## src/rtl/ysyx_22041412_trap_ctrl.sv

```systemverilog
// ysyx_22041412_trap_ctrl
// Sequencer in front of the machine-mode CSR file. Takes one request at a
// time from EXU (Zicsr read-modify-write, ECALL, MRET; plus a machine timer
// interrupt when YSYX_22041412_TRAP_IRQ_EN is defined), breaks it into
// single-register CSR accesses over a req/ack port and drives the PC
// redirect for trap entry and return.
//
// Ports:
//   clk, rst_n              clock, async active-low reset
//   exu_valid_i/op/func3/addr/wdata/pc   EXU request (held until exu_ready_o)
//   exu_ready_o, exu_rdata_o             completion pulse + old CSR value
//   irq_i, irq_pc_i                      timer interrupt level + PC for mepc
//   csr_req_o/we/addr/wdata, csr_ack_i, csr_rdata_i   CSR access port
//   redirect_valid_o, redirect_pc_o      fetch restart pulse + target
//   busy_o                               sequence in progress
//
// Build option: define YSYX_22041412_TRAP_IRQ_EN to enable interrupt entry.
//
// state     | meaning
// IDLE      | waiting for a request
// C_RD      | Zicsr: read old value
// C_WR      | Zicsr: write new value
// T_EPC     | trap entry: write mepc
// T_CAUSE   | trap entry: write mcause
// T_ST_RD   | trap entry: read mstatus
// T_ST_WR   | trap entry: write mstatus (MPIE<-MIE, MIE<-0, MPP<-11)
// T_VEC     | trap entry: read mtvec for the target
// R_EPC     | MRET: read mepc for the target
// R_ST_RD   | MRET: read mstatus
// R_ST_WR   | MRET: write mstatus (MIE<-MPIE, MPIE<-1, MPP<-11)
// DONE      | pulse ready and/or redirect
module ysyx_22041412_trap_ctrl #(
  parameter int              XLEN        = 64,
  parameter logic [XLEN-1:0] CAUSE_ECALL = 64'd11,
  parameter logic [XLEN-1:0] CAUSE_MTI   = 64'h8000_0000_0000_0007
) (
  input  logic            clk,
  input  logic            rst_n,
  input  logic            exu_valid_i,
  input  logic [1:0]      exu_op_i,
  input  logic [2:0]      exu_func3_i,
  input  logic [2:0]      exu_addr_i,
  input  logic [XLEN-1:0] exu_wdata_i,
  input  logic [XLEN-1:0] exu_pc_i,
  output logic            exu_ready_o,
  output logic [XLEN-1:0] exu_rdata_o,
  input  logic            irq_i,
  input  logic [XLEN-1:0] irq_pc_i,
  output logic            csr_req_o,
  output logic            csr_we_o,
  output logic [2:0]      csr_addr_o,
  output logic [XLEN-1:0] csr_wdata_o,
  input  logic            csr_ack_i,
  input  logic [XLEN-1:0] csr_rdata_i,
  output logic            redirect_valid_o,
  output logic [XLEN-1:0] redirect_pc_o,
  output logic            busy_o
);

  typedef enum logic [3:0] {
    S_IDLE, S_C_RD, S_C_WR, S_T_EPC, S_T_CAUSE, S_T_ST_RD, S_T_ST_WR,
    S_T_VEC, S_R_EPC, S_R_ST_RD, S_R_ST_WR, S_DONE
  } state_t;

  typedef enum logic [1:0] {K_CSR, K_ECALL, K_MRET, K_IRQ} kind_t;

  localparam logic [2:0] A_MSTATUS = 3'd2;
  localparam logic [2:0] A_MTVEC   = 3'd3;
  localparam logic [2:0] A_MEPC    = 3'd4;
  localparam logic [2:0] A_MCAUSE  = 3'd5;

  state_t            state_q, state_d;
  kind_t             kind_q, kind_d;
  logic [1:0]        func_q, func_d;
  logic [XLEN-1:0]   wdata_q, wdata_d;
  logic [XLEN-1:0]   rdata_q, rdata_d;
  logic [XLEN-1:0]   target_q, target_d;
  logic              req_q, req_d;
  logic              we_q, we_d;
  logic [2:0]        caddr_q, caddr_d;
  logic [XLEN-1:0]   cwdata_q, cwdata_d;
  logic              mie_q, mie_d;
  logic              mpie_q, mpie_d;

  logic              acc_done;
  logic [XLEN-1:0]   csr_new;
  logic [XLEN-1:0]   st_trap;
  logic [XLEN-1:0]   st_mret;

  // func3[2] only selects rs1 vs uimm, which EXU has already resolved.
`ifdef YSYX_22041412_TRAP_IRQ_EN
  logic unused_in;
  assign unused_in = exu_func3_i[2];
`else
  logic unused_in;
  assign unused_in = ^{exu_func3_i[2], irq_i, irq_pc_i, CAUSE_MTI};
`endif

  always_ff @(posedge clk or negedge rst_n) begin
    if (!rst_n) begin
      state_q  <= S_IDLE;
      kind_q   <= K_CSR;
      func_q   <= '0;
      wdata_q  <= '0;
      rdata_q  <= '0;
      target_q <= '0;
      req_q    <= 1'b0;
      we_q     <= 1'b0;
      caddr_q  <= '0;
      cwdata_q <= '0;
      mie_q    <= 1'b0;
      mpie_q   <= 1'b0;
    end else begin
      state_q  <= state_d;
      kind_q   <= kind_d;
      func_q   <= func_d;
      wdata_q  <= wdata_d;
      rdata_q  <= rdata_d;
      target_q <= target_d;
      req_q    <= req_d;
      we_q     <= we_d;
      caddr_q  <= caddr_d;
      cwdata_q <= cwdata_d;
      mie_q    <= mie_d;
      mpie_q   <= mpie_d;
    end
  end

  always_comb begin
    state_d  = state_q;
    kind_d   = kind_q;
    func_d   = func_q;
    wdata_d  = wdata_q;
    rdata_d  = rdata_q;
    target_d = target_q;
    req_d    = req_q;
    we_d     = we_q;
    caddr_d  = caddr_q;
    cwdata_d = cwdata_q;
    mie_d    = mie_q;
    mpie_d   = mpie_q;

    acc_done = req_q && csr_ack_i;

    case (func_q)
      2'b10:   csr_new = csr_rdata_i | wdata_q;
      2'b11:   csr_new = csr_rdata_i & ~wdata_q;
      default: csr_new = wdata_q;
    endcase

    st_trap        = csr_rdata_i;
    st_trap[7]     = csr_rdata_i[3];
    st_trap[3]     = 1'b0;
    st_trap[12:11] = 2'b11;

    st_mret        = csr_rdata_i;
    st_mret[3]     = csr_rdata_i[7];
    st_mret[7]     = 1'b1;
    st_mret[12:11] = 2'b11;

    case (state_q)
      S_IDLE: begin
`ifdef YSYX_22041412_TRAP_IRQ_EN
        if (irq_i && mie_q) begin
          kind_d   = K_IRQ;
          rdata_d  = '0;
          state_d  = S_T_EPC;
          req_d    = 1'b1;
          we_d     = 1'b1;
          caddr_d  = A_MEPC;
          cwdata_d = irq_pc_i;
        end else
`endif
        if (exu_valid_i) begin
          rdata_d = '0;
          case (exu_op_i)
            2'b01: begin
              kind_d   = K_ECALL;
              state_d  = S_T_EPC;
              req_d    = 1'b1;
              we_d     = 1'b1;
              caddr_d  = A_MEPC;
              cwdata_d = exu_pc_i;
            end
            2'b10: begin
              kind_d  = K_MRET;
              state_d = S_R_EPC;
              req_d   = 1'b1;
              we_d    = 1'b0;
              caddr_d = A_MEPC;
            end
            default: begin
              kind_d  = K_CSR;
              func_d  = exu_func3_i[1:0];
              wdata_d = exu_wdata_i;
              caddr_d = exu_addr_i;
              we_d    = 1'b0;
              if (exu_func3_i[1:0] == 2'b00) begin
                state_d = S_DONE;
              end else begin
                state_d = S_C_RD;
                req_d   = 1'b1;
              end
            end
          endcase
        end
      end
      S_C_RD: if (acc_done) begin
        rdata_d = csr_rdata_i;
        // set/clear with a zero mask must not write
        if (func_q[1] && (wdata_q == '0)) begin
          state_d = S_DONE;
          req_d   = 1'b0;
        end else begin
          state_d  = S_C_WR;
          we_d     = 1'b1;
          cwdata_d = csr_new;
        end
      end
      S_C_WR: if (acc_done) begin
        state_d = S_DONE;
        req_d   = 1'b0;
        we_d    = 1'b0;
        if (caddr_q == A_MSTATUS) begin
          mie_d  = cwdata_q[3];
          mpie_d = cwdata_q[7];
        end
      end
      S_T_EPC: if (acc_done) begin
        state_d = S_T_CAUSE;
        caddr_d = A_MCAUSE;
`ifdef YSYX_22041412_TRAP_IRQ_EN
        cwdata_d = (kind_q == K_IRQ) ? CAUSE_MTI : CAUSE_ECALL;
`else
        cwdata_d = CAUSE_ECALL;
`endif
      end
      S_T_CAUSE: if (acc_done) begin
        state_d = S_T_ST_RD;
        we_d    = 1'b0;
        caddr_d = A_MSTATUS;
      end
      S_T_ST_RD: if (acc_done) begin
        state_d  = S_T_ST_WR;
        we_d     = 1'b1;
        cwdata_d = st_trap;
      end
      S_T_ST_WR: if (acc_done) begin
        state_d = S_T_VEC;
        we_d    = 1'b0;
        caddr_d = A_MTVEC;
        mie_d   = cwdata_q[3];
        mpie_d  = cwdata_q[7];
      end
      S_T_VEC: if (acc_done) begin
        state_d  = S_DONE;
        req_d    = 1'b0;
        target_d = {csr_rdata_i[XLEN-1:2], 2'b00};
      end
      S_R_EPC: if (acc_done) begin
        state_d  = S_R_ST_RD;
        caddr_d  = A_MSTATUS;
        target_d = csr_rdata_i;
      end
      S_R_ST_RD: if (acc_done) begin
        state_d  = S_R_ST_WR;
        we_d     = 1'b1;
        cwdata_d = st_mret;
      end
      S_R_ST_WR: if (acc_done) begin
        state_d = S_DONE;
        req_d   = 1'b0;
        we_d    = 1'b0;
        mie_d   = cwdata_q[3];
        mpie_d  = cwdata_q[7];
      end
      S_DONE:  state_d = S_IDLE;
      default: state_d = S_IDLE;
    endcase
  end

  assign csr_req_o        = req_q;
  assign csr_we_o         = we_q;
  assign csr_addr_o       = caddr_q;
  assign csr_wdata_o      = cwdata_q;
  assign exu_rdata_o      = rdata_q;
  assign redirect_pc_o    = target_q;
  assign busy_o           = (state_q != S_IDLE);
  assign exu_ready_o      = (state_q == S_DONE) && (kind_q != K_IRQ);
  assign redirect_valid_o = (state_q == S_DONE) && (kind_q != K_CSR);

`ifndef SYNTHESIS
  // An EXU-originated sequence relies on the request staying valid.
  always @(posedge clk) begin
    if (rst_n && busy_o && (state_q != S_DONE) && (kind_q != K_IRQ)) begin
      assert (exu_valid_i)
        else $error("exu_valid_i dropped before exu_ready_o");
    end
  end
`endif

endmodule

```

## config.mk

```make
export PLATFORM = sky130hd
export DESIGN_NAME = ysyx_22041412_trap_ctrl
export DESIGN_NICKNAME = d
export VERILOG_FILES = /design/src/rtl/ysyx_22041412_trap_ctrl.sv
export SDC_FILE = /design/constraint.sdc
export NUM_CORES = 1
export LEC_CHECK = 0
export CORE_MARGIN = 1
export CORE_UTILIZATION = 35
export DETAILED_ROUTE_END_ITERATION = 6
export PLACE_DENSITY = 0.74
export SLEW_MARGIN = 15
export SYNTH_ARGS = -nofsm -noshare
export SYNTH_HDL_FRONTEND = slang
export SYNTH_SLANG_ARGS = --single-unit
```

## constraint.sdc

```tcl
create_clock -name clk -period 1.7 [get_ports clk]
set_input_delay 0.17 -clock clk [delete_from_list [all_inputs] [get_ports clk]]
set_output_delay 0.17 -clock clk [all_outputs]
set_load 0.05 [all_outputs]
```

# Word level (Yosys, flattened, before mapping)
# Index checks and enable logic that the tools add are counted.
# Widths: inputs -> output; s select.
[word_totals]
inputBits = 269
output_inout_bits = 200
elab_cells = 123
register_bits = 269
[classes]
n_reduce_logical = 29
eq_ne = 33
bitwise_logic = 4
mux = 47
[ops]
columns = ["op", "n"]
rows = [
  ["$mux 64", 10],
  ["$pmux 64 s2", 3],
  ["$pmux 64 s5", 1],
  ["$and 64x64->64", 1],
  ["$logic_not 64->1", 1],
  ["$not 64->64", 1],
  ["$or 64x64->64", 1],
  ["$mux 4", 11],
  ["$pmux 4 s9", 1],
  ["$ne 2x2->1 const B", 12],
  ["$eq 4x3->1 const B", 4],
  ["$eq 4x4->1 const B", 4],
  ["$mux 3", 5],
  ["$pmux 3 s4", 1],
  ["$reduce_and 6->1", 2],
  ["$reduce_bool 4->1", 3],
  ["$mux 1", 11],
  ["$ne 2x1->1 const B", 5],
  ["$reduce_and 3->1", 3],
  ["$reduce_and 9->1", 1],
  ["$eq 4x2->1 const B", 2],
  ["$pmux 4 s2", 1],
  ["$reduce_and 8->1", 1],
  ["$eq 2x2->1 const B", 3],
  ["18 further kinds", 25],
]

# Longest topological paths before layout
[logic_depth]
depth_word = 6
mapped_depth = 9
ltp_nobuf = 7

# Worst setup path after synthesis
# No wires, ideal clock.
[synth_path]
path_kind = "register to output"
start = "register state_q[0]"
end = "output exu_ready_o"
stages_incl_launch_ff = 4
n_path_buf = 1
required_time_ns = 1.530
t_arrival_ns = 1.887
slack_ns = -0.357
cell_sequence = "dfrtp_1 -> buf_2 -> nand2_1 -> a211oi_1"
[synth_via]
elab_chain_cells = 2
[synth_lines]
columns = ["element", "line_no", "rtl"]
rows = [
  ["start: declaration", "72", "state_t state_q, state_d;"],
  ["start signal: assignment", "114", "state_q <= state_d;"],
  ["$eq 4x4->1", "289", "assign exu_ready_o = (state_q == S_DONE) && (kind_q != K_IRQ);"],
  ["$logic_and 1x1->1", "289", ""],
  ["end: declaration", "45", "output logic exu_ready_o,"],
]
# No other way between the ends.

# Worst setup path after layout
[layout_path]
start = "register wdata_q[34]"
end = "register cwdata_q[33], in the netlist csr_wdata_o[33]"
[layout_via]
elab_chain_cells = 4
[layout_lines]
columns = ["element", "line_no", "rtl"]
rows = [
  ["start: declaration", "75", "logic [XLEN-1:0] wdata_q, wdata_d;"],
  ["start signal: assignment", "117", "wdata_q <= wdata_d;"],
  ["$logic_not 64->1", "211", "if (func_q[1] && (wdata_q == '0)) begin"],
  ["$logic_and 1x1->1", "211", ""],
  ["$ne 2x2->1 (no line)", "--", ""],
  ["$reduce_and 8->1 (no line)", "--", ""],
  ["end signal: assignment", "123", "cwdata_q <= cwdata_d;"],
  ["end: declaration", "81", "logic [XLEN-1:0] cwdata_q, cwdata_d;"],
]
# No other way between the ends.
# A chain may end at the register's enable or synchronous reset.

==> results.tsv <==
stage	metric	value	unit
power	Internal Power	27.4	mW
yosys	Unique masters post-synth	50	
global_route	first-pass GRT wire length	83700	um
sta	worst slew pin tran	0.548	ns
cells_and_area	Non-Filler Instances	2215	
yosys	Yosys top cell by area	dfrtp_1	
yosys	share of the synthesized area in the top cell type	55.1	%
run_status	status	finished, violations left	
sta	crit path setup slack, layout	-0.488	ns
sta	Fmax	457	MHz
power	PwrDens	2300	nW/um^2
worst_setup_path	WP data required	2.06	ns
power	switching share of power	46.6	%
cells_and_area	final core occ	64.6	%
power	register share of total power	23.6	%
placed_design	IO buf count	402	
yosys	syn_area_per_cell	11.2	um^2
clock_network	TritonCTS clock tree	done	
drt	antenna-violating nets left	0	
drt	DRT Pass-1 Iters	6	
cells_and_area	fillers	2492	
placed_design	post-DP HPWL	34800	um
sta	crit share post-route	129	%
yosys	top post-synthesis cells by area	dfrtp_1 55%, mux2_2 11%, mux2i_1 5.0%, o21ai_0 4.9%, nand2_1 4.8%	
cells_and_area	ratio of cells with drive above 1 in the final layout	40.5	%
yosys	register bit total from synthesis	269	
global_route	vias in the first global route	13100	
worst_setup_path	CP Class	reg -> reg	
sta	setup TNS	-88.19	ns
drt	Vias/cell	5.64	
worst_setup_path	startpoint types	register	
sta	fin crit period	2.19	ns
yosys	syn nets	1363	
global_route	Overflow after GRT	0	
sta	Hold Violations, Final	0	
cells_and_area	Layout area overhead	82.0	%
sta	Worst Skew	0.0148	ns
power	Clk pwr share	14.7	%
drt	DRC violations left	0	
placed_design	GPL Wtd Cong	0.875	
sta	Worst slew margin	63.6	%
cells_and_area	multi-input logic area	6080	um^2
yosys	Post-synth EDFFs	0	
yosys	FFs w/ async S/R, synth	100	%
yosys	Mapped Area	12200	um^2
drt	Via Count	12500	
hold_path	worst hold path class	in -> async	
power	total power	51.3	mW
yosys	Seq/Total Area, Yosys	55.1	%
die	die width	189	um
die	chip height	189	um
yosys	Mapped Cells	1091	
clock_network	Longest Clk Path Bufs	3	
cells_and_area	nets	2000	
clock_network	clk slew on worst S/H paths	0.06	ns
worst_setup_path	CP Capture Type	register	
power	Psw	23.9	mW
clock_network	htree depth	2	
yosys	Main synth FF type	dfrtp_1	
power	Comb pwr share	61.6	%
power	leakage	10.3	nW
clock_network	root buf cell	clkbuf_16	
die	I/O Pins	469	
worst_setup_path	crit path DAT	2.55	ns
power	Peak supply drop	1.41	mV
drt	WL/cell	26.3	um
global_route	Global Route Usage Sum	31.4	%
run_status	violated checks	setup timing	
sta	Slew Limit Fails	0	
cells_and_area	register area	6740	um^2
die	Row Count	68	
yosys	Synth warnings	0	
job	Max-Cap Viols	0	
placed_design	Placed Cells	2028	
clock_network	CTS Buf Count	34	
drt	final wirelength	58300	um
die	Placeable Area	34500	um^2
clock_network	clk sink count	269	
worst_setup_path	Max FO, Critical Path	8	
die	DIE AREA	35700	um^2
sta	RSZ-0062 raised after global routing	yes	
die	initial core utilization	35.5	%
drt	Iteration-0 DRC Markers	1111	
clock_network	Skew-Pair Late Insertion Delay	0.51	ns
sta	final setup violation count	268	
worst_setup_path	FF-to-FF path depth	8	
global_route	initial antenna violation count	11	
global_route	largest net degree at the start of global routing	61	
sta	worst hold margin	0.129	ns
cell usage after synthesis (all sizes together), types with 2 or more instances:
cell / count
dfrtp: 269
nand2: 157
o21ai: 142
mux2: 133
inv: 72
mux2i: 61
a222oi: 58
buf: 39
clkbuf: 36
nor4: 33
a21oi: 19
nor2: 13
nand4: 9
nand2b: 4
nor3: 4
a32oi: 3
ha: 3
nand3: 3
nor3b: 3
o22ai: 3
a211oi: 2
a21o: 2
a31oi: 2
and2: 2
nand3b: 2
nor2b: 2
o21a: 2
cell type report:
class                      count  area share [%]
timing repair buffer         674            33.3
inverter                      72            1.23
sequential                   269            30.3
tap                          455            2.56
antenna                        9           0.101
multi-input combinational    677            27.3
clock buffer                  51            4.66
clock inverter                 8           0.545
registers in the layout, summed over array words and instances (netlist names):
name / count
kind_q: 2
exu_rdata_o: 64
func_q: 2
redirect_pc_o: 64
csr_req_o: 1
csr_addr_o: 3
wdata_q: 64
csr_wdata_o: 64
csr_we_o: 1
state_q: 4
cells by family after synthesis:
family / after synthesis / synth area share (%)
and+or+nand+nor: 236 / 8.79
xor gates and xnor gates: 1 / 0.0717
muxes: 194 / 17.2
DFF: 269 / 55.1
adders and majority gates: 3 / 0.307
buffers and inverters: 147 / 5.57
AOI/OAI and AO/OA: 241 / 13.0
final timing paths:
check | end | startpoint | slack [ns]
setup / recovery | csr_wdata_o[33] | wdata_q[34] | -0.49
hold / removal | csr_addr_o[0] | rst_n | 0.13
setup reg to reg | csr_wdata_o[33] | wdata_q[34] | -0.49
hold reg to reg | exu_rdata_o[22] | exu_rdata_o[22] | 0.48
max in group asynchronous | redirect_pc_o[61] | rst_n | 0.89
min in group clk | wdata_q[29] | exu_wdata_i[29] | 0.27
cell usage in the layout, fill, tap and decap left out, types with 32 or more instances in the layout:
master	synthesis	routed
a222oi_1	58	58
buf_12	0	53
buf_4	0	211
o21ai_2	0	56
mux2i_1	61	59
clkdlybuf4s50_1	0	201
mux2_4	0	70
mux2_2	121	63
nand2_4	0	48
dlygate4sd2_1	0	125
buf_16	0	32
dfrtp_1	269	265
clkbuf_16	0	42
inv_1	72	71
o21ai_0	119	67
nand2_1	157	92
worst max-delay path, stage by stage (launching register included):
cell and delay [ns]:
dfrtp_1 0.41, nor4_2 0.35, nand4_1 0.25, nor4_4 0.34, buf_4 0.16, a21oi_4 0.05
buf_12 0.17, buf_12 0.15, mux2i_2 0.16
what timing repair did:
action | in CTS | in global routing
setup buffers | 68 | 26
pin swaps | 95 | 41
resized for setup | 463 | 125
hold buffers | 1 | 0
hold endpoints to repair | 269 | 0
endpoints found under the setup margin | 394 | 269
cloned | 43 | 8
through the flow:
stage	area, um^2	setup slack, ns
5_1_grt	22300	-0.563
2_1_floorplan	12500	-0.129
3_5_place_dp	17900	-0.608
3_3_place_gp	17900	-0.601
6_report	22300	-0.488
4_1_cts	21700	-0.478
power groups by stage:
stage | Clock, mW | Sequential [mW] | Combinational [mW]
2_1_floorplan | 0 | 19.4 | 7.45
3_3_place_gp | 0 | 11.5 | 25.0
3_5_place_dp | 0 | 11.6 | 25.4
4_1_cts | 7.62 | 11.7 | 30.2
5_1_grt | 7.93 | 12.4 | 32.8
6_report | 7.56 | 12.1 | 31.6
metal layers:
metal	vias to the layer above	share of wire [%]	track usage (%)
met3	209	8.2	6.99
met1	6276	37	37.1
met2	729	49	52.6
li1	5269	-	-
met5	-	0.029	0
met4	2	5.9	17.9
Power figures use the tool's default switching activity.
